$ cat src/rtl/ex_muldiv.sv
// ex_muldiv: iterative RV32M multiply/divide, 32 cycles per op, with a fast path for divide-by-zero and signed overflow.
module ex_muldiv #(
  parameter int XLEN = 32
) (
  input  logic            clk,
  input  logic            rst,
  input  logic            start_i,
  input  logic [2:0]      funct3_i,
  input  logic [XLEN-1:0] op1_i,
  input  logic [XLEN-1:0] op2_i,
  input  logic [4:0]      rd_addr_i,
  input  logic            flush_i,
  output logic            busy_o,
  output logic            valid_o,
  output logic [XLEN-1:0] result_o,
  output logic [4:0]      rd_addr_o
);
  typedef enum logic [1:0] {IDLE, CALC, DONE} state_t;
  state_t state, state_nxt;
  logic [4:0] count, rd;
  logic [2:0] f3;
  logic s1, s2, sg1, sg2, accept, fast, last;
  logic [31:0] a, b, quo, quo_nxt, abs1, abs2, fast_res, calc_res, q, r;
  logic [63:0] acc, acc_nxt, prod;
  logic [32:0] rem, rem_nxt, sum, t;
  logic [33:0] diff;

  assign accept  = state == IDLE && start_i && !flush_i;
  assign last    = state == CALC && count == 5'd31;
  assign busy_o  = accept || state == CALC;
  assign valid_o = state == DONE && !flush_i;

  always_comb begin
    sg1 = op1_i[31] & ~(funct3_i[0] & (funct3_i[1] | funct3_i[2]));
    sg2 = op2_i[31] & ((funct3_i[2:1] == 2'b00) | (funct3_i[2] & ~funct3_i[0]));
    abs1 = sg1 ? -op1_i : op1_i;
    abs2 = sg2 ? -op2_i : op2_i;
    fast = funct3_i[2] & ((op2_i == 32'd0) | (~funct3_i[0] & op1_i == 32'h8000_0000 & op2_i == 32'hffff_ffff));
    fast_res = op2_i == 32'd0 ? (funct3_i[1] ? op1_i : 32'hffff_ffff) : (funct3_i[1] ? 32'd0 : 32'h8000_0000);
  end

  // One shift-add multiply step and one restoring divide step run side by side; f3 picks the result.
  always_comb begin
    sum = {1'b0, acc[63:32]} + (acc[0] ? {1'b0, a} : 33'd0);
    acc_nxt = {sum, acc[31:1]};
    t = {rem[31:0], quo[31]};
    diff = {1'b0, t} - {2'b0, b};
    rem_nxt = diff[33] ? t : diff[32:0];
    quo_nxt = {quo[30:0], ~diff[33]};
    prod = (s1 ^ s2) ? -acc_nxt : acc_nxt;
    q = (s1 ^ s2) ? -quo_nxt : quo_nxt;
    r = s1 ? -rem_nxt[31:0] : rem_nxt[31:0];
    calc_res = f3[2] ? (f3[1] ? r : q) : (f3 == 3'd0 ? prod[31:0] : prod[63:32]);
  end

  always_comb begin
    state_nxt = state;
    state_nxt = flush_i ? IDLE :
                state == IDLE ? (start_i ? (fast ? DONE : CALC) : IDLE) :
                state == CALC ? (count == 5'd31 ? DONE : CALC) : IDLE;
  end

  always_ff @(posedge clk or posedge rst) begin
    if (rst) state <= IDLE;
    else state <= state_nxt;
  end

  always_ff @(posedge clk or posedge rst) begin
    if (rst) begin
      count <= '0;
      rd <= '0;
      f3 <= '0;
      s1 <= 1'b0;
      s2 <= 1'b0;
      a <= '0;
      b <= '0;
      acc <= '0;
      rem <= '0;
      quo <= '0;
      result_o <= '0;
      rd_addr_o <= '0;
    end else begin
      if (accept) begin
        f3 <= funct3_i;
        rd <= rd_addr_i;
        s1 <= sg1;
        s2 <= sg2;
        a <= abs1;
        b <= abs2;
        count <= '0;
        acc <= {32'd0, abs2};
        rem <= '0;
        quo <= abs1;
      end else if (state == CALC) begin
        count <= count + 5'd1;
        acc <= acc_nxt;
        rem <= rem_nxt;
        quo <= quo_nxt;
      end
      if (accept && fast) begin
        result_o <= fast_res;
        rd_addr_o <= rd_addr_i;
      end else if (last && !flush_i) begin
        result_o <= calc_res;
        rd_addr_o <= rd;
      end
    end
  end
endmodule

$ cat config.mk
export PLATFORM = sky130hd
export DESIGN_NAME = ex_muldiv
export DESIGN_NICKNAME = d
export VERILOG_FILES = /design/src/rtl/ex_muldiv.sv
export SDC_FILE = /design/constraint.sdc
export NUM_CORES = 1
export LEC_CHECK = 0
export CAP_MARGIN = 0
export CORE_MARGIN = 5
export CORE_UTILIZATION = 36
export CTS_CLUSTER_DIAMETER = 150
export DETAILED_ROUTE_END_ITERATION = 6
export PLACE_DENSITY = 0.56
export REMOVE_ABC_BUFFERS = 1
export SYNTH_ARGS = -nofsm -noshare
export SYNTH_HDL_FRONTEND = slang
export SYNTH_SLANG_ARGS = --single-unit
$ cat constraint.sdc
create_clock -name clk -period 10.3 [get_ports clk]
set_input_delay 2.06 -clock clk [delete_from_list [all_inputs] [get_ports clk]]
set_output_delay 2.06 -clock clk [all_outputs]
set_load 0.03 [all_outputs]
==> impl_metrics.csv <==
group,metric,value,unit
run_status,status,"completed",
timing,max_slew_margin,24.03,%
grt,antenna_found_initial,0,
synth,synth_area,19500,um2
hold_path,min_path_type,"reg2reg",
timing,final.setup_skew,21.76,ps
synth,synth_top_family_by_area,"compound AO/OA/AOI/OAI gates",
clocking,cts.repair.resized,0,
critical_path,critPathRequiredTime,10760,ps
drt,dr_total_vias,19200,
synth,ys_top_cells_by_count,"280 x nand2_1, 246 x dfrtp_1, 204 x nor2_1",
synth,synth_cell_types,92,
place,dp_hpwl,53.88,mm
clocking,h-tree-depth,1,
timing,period_share,59.99,%
synth,synth_fa_ha_area_share,4.825,%
synth,synth.area.top_cells,"dfrtp_1 32%, nand2_1 5.4%, a21oi_1 5.2%",
timing,finalHoldViolations,0,
drt,final_antenna_net_count,0,
grt,globalRouteOverflowTotal,0,
critical_path,crit_type,"in2reg",
power,power.density,287.9,nW/um2
synth,muxShareOfSynthArea,1.546,%
final_layout,area_growth,14.27,%
power,power.leakage,0.009431,uW
critical_path,ff2ff_path_depth,18,
hold_path,hold_path_startpoint,"a[14]",
synth,synthFlopType,"dfrtp_1",
synth,seq_area_frac_synth,31.57,%
place,portBuffers,114,
die,core_area,53710,um2
clocking,cts.clk_slew.worst_paths,70,ps
drt,wl_met3,5.509,mm
clocking,clock_path_buffers,3,
drt,wl_per_cell,22.78,um
clocking,root_buffer,"clkbuf_16",
clocking,cts_hold_buf,0,
critical_path,reg2reg_to,"result_o[28]",
power,p_total,6414,uW
drt,wl_met1,33.51,mm
timing,finalMaxSlewViolations,0,
clocking,cts_inserted_buffers,31,
grt,grt_use_total,23.43,%
critical_path,startpoint_type,"input pin",
synth,yosys.area_share.xor_xnor,9.471,%
critical_path,path_max_fanout,23,
synth,syn_area_per_cell,8.037,um2
synth,synth_top_area_share,31.57,%
die,ios,115,
hold_path,whs_path_depth,1,
timing,max_freq,0.1618,GHz
synth,synthSimpleGateAreaFrac,21.02,%
critical_path,arrival,6640,ps
job,max-cap-violations,0,
synth,synth_enable_flop_cells,0,
drt,vias_per_cell,6.038,
synth,yosysTopAreaCell,"dfrtp_1",
timing,min_period,6179,ps
timing,hold_ws,470.7,ps
final_layout,layout-drive-gt1-share,5.316,%
grt,grt_max_degree,95,
grt,grt_pass1_wl,110.8,mm
synth,synth_warnings,0,
die,die_h,242.7,um
drt,post-route-drc-count,0,
timing,setup_violations,0,
drt,top_layer,"met4",
critical_path,r2r_slack,4350,ps
die,start_util,36.31,%
drt,wl,72.43,mm
synth,yosysMostFrequentCell,"nand2_1",
clocking,cts_sinks,246,
final_layout,fin_nets,2609,
grt,grt_pass1_vias,18120,
synth,yosys_register_bits,246,
drt,drt_iter0_markers,1780,
timing,worstMarginPinSlew,1140,ps
die,fp.dieW,242.7,um
die,std_cell_rows,85,
place,gp_congestion,0.9146,
synth,netlist_instances,2426,
clocking,postCtsSetupBuffers,0,
die,die_area,58920,um2
critical_path,crit_path_end_kind,"flip-flop",
hold_path,min_to,"a[14]",
clocking,clk_latency,590,ps
drt,met2_length,31.62,mm
synth,synth_compound_area_share,27.16,%
timing,grt_setup_unrepaired,"no",
power,peakVddDrop,125.4,uV
synth,synthArstFlopShare,100.0,%
drt,drt_first_pass_iters,6,
clocking,cts_tree,"built",
critical_path,r2r_start,"rem[24]",
## layout make-up
class                   count  area [um2]
inverters                  80       307.8
fillers                  5449       31430
multi-input cells        1960       12550
clock inverters            13       153.9
diodes                      1       2.502
well taps                 696       870.8
flip-flops and latches    246        6157
repair buffers            140        1336
clock buffers              44       904.6
## flip-flops by register name, indices dropped and copies added (netlist names)
signal and count:
a 32, acc 64, b 32, count 5
f3 3, quo 32, rd 5, rd_addr_o 5
rem 32, result_o 32, s1 1, s2 1
state 2
## layout by cell type (no fill, tap or decap), types with 22 or more instances in the layout
master	n
a21o_1	71
a21oi_1	203
a221o_1	49
a22o_1	22
a31oi_1	27
and2_1	47
and3_1	24
buf_4	26
clkbuf_16	31
clkdlybuf4s50_1	114
dfrtp_1	245
ha_1	72
inv_1	77
mux2i_1	29
nand2_1	280
nand3_1	50
nand4_1	29
nor2_1	202
nor3_1	54
nor4_1	23
o211ai_1	27
o21ai_0	199
o31ai_1	36
or3_1	35
xnor2_1	99
xor2_1	108
## through the flow
step | setup WS [ps] | TNS [ps] | instance area [um2] | util [%] | cells
global placement | 3681 | 0 | 21220 | 39.51 | 3122
detailed placement | 3627 | 0 | 21220 | 39.51 | 3122
CTS | 4191 | 0 | 22280 | 41.48 | 3179
floorplan | -5045 | -291410 | 18940 | - | 2286
finish | 4121 | 0 | 22280 | 41.49 | 3180
global route | 3918 | 0 | 22280 | 41.48 | 3179
## cell families (layout without fill, tap and decap cells)
family / after synthesis / count (layout)
mux: 30 / 30
other cells: 0 / 1
xor+xnor: 210 / 210
buf+inv: 220 / 277
fa+ha+maj: 74 / 74
compound gates: 804 / 804
flops: 246 / 246
simple gates: 842 / 842
## power by group
part	switching, uW	total [uW]	internal [uW]
logic	2360	3730	1360
registers	308	1530	1220
clock network	471	1150	684
total	3140	6410	3270
## worst max-delay path, stage by stage
cell	delay, ps
clkdlybuf4s50_1	480
inv_1	90
ha_1	240
nand2b_1	90
or3_1	320
or3_1	390
or3_1	530
or3_1	430
o21ai_1	150
nand3_1	770
a311oi_1	650
o221ai_1	160
a21oi_1	170
a211oi_1	90
## worst max-delay path by stage
stage / from / endpoint / slack [ps] / cells past startpoint
after floorplan: flush_i / busy_o / -5040 / 3
after global placement: op2_i[0] / result_o[31] / 3680 / 14
after detailed placement: op2_i[0] / result_o[31] / 3630 / 14
after CTS: flush_i / busy_o / 4190 / 6
after global routing: rem[24] / result_o[28] / 3920 / 18
final: op2_i[0] / result_o[31] / 4120 / 14
## metal layers
metal | track usage, % | vias to the layer above
met5 | 0 | -
met4 | 5.123 | 0
met3 | 4.235 | 102
met2 | 36.37 | 795
met1 | 34.19 | 9383
li1 | - | 8921
No activity file was read; power rests on OpenSTA's default activity.
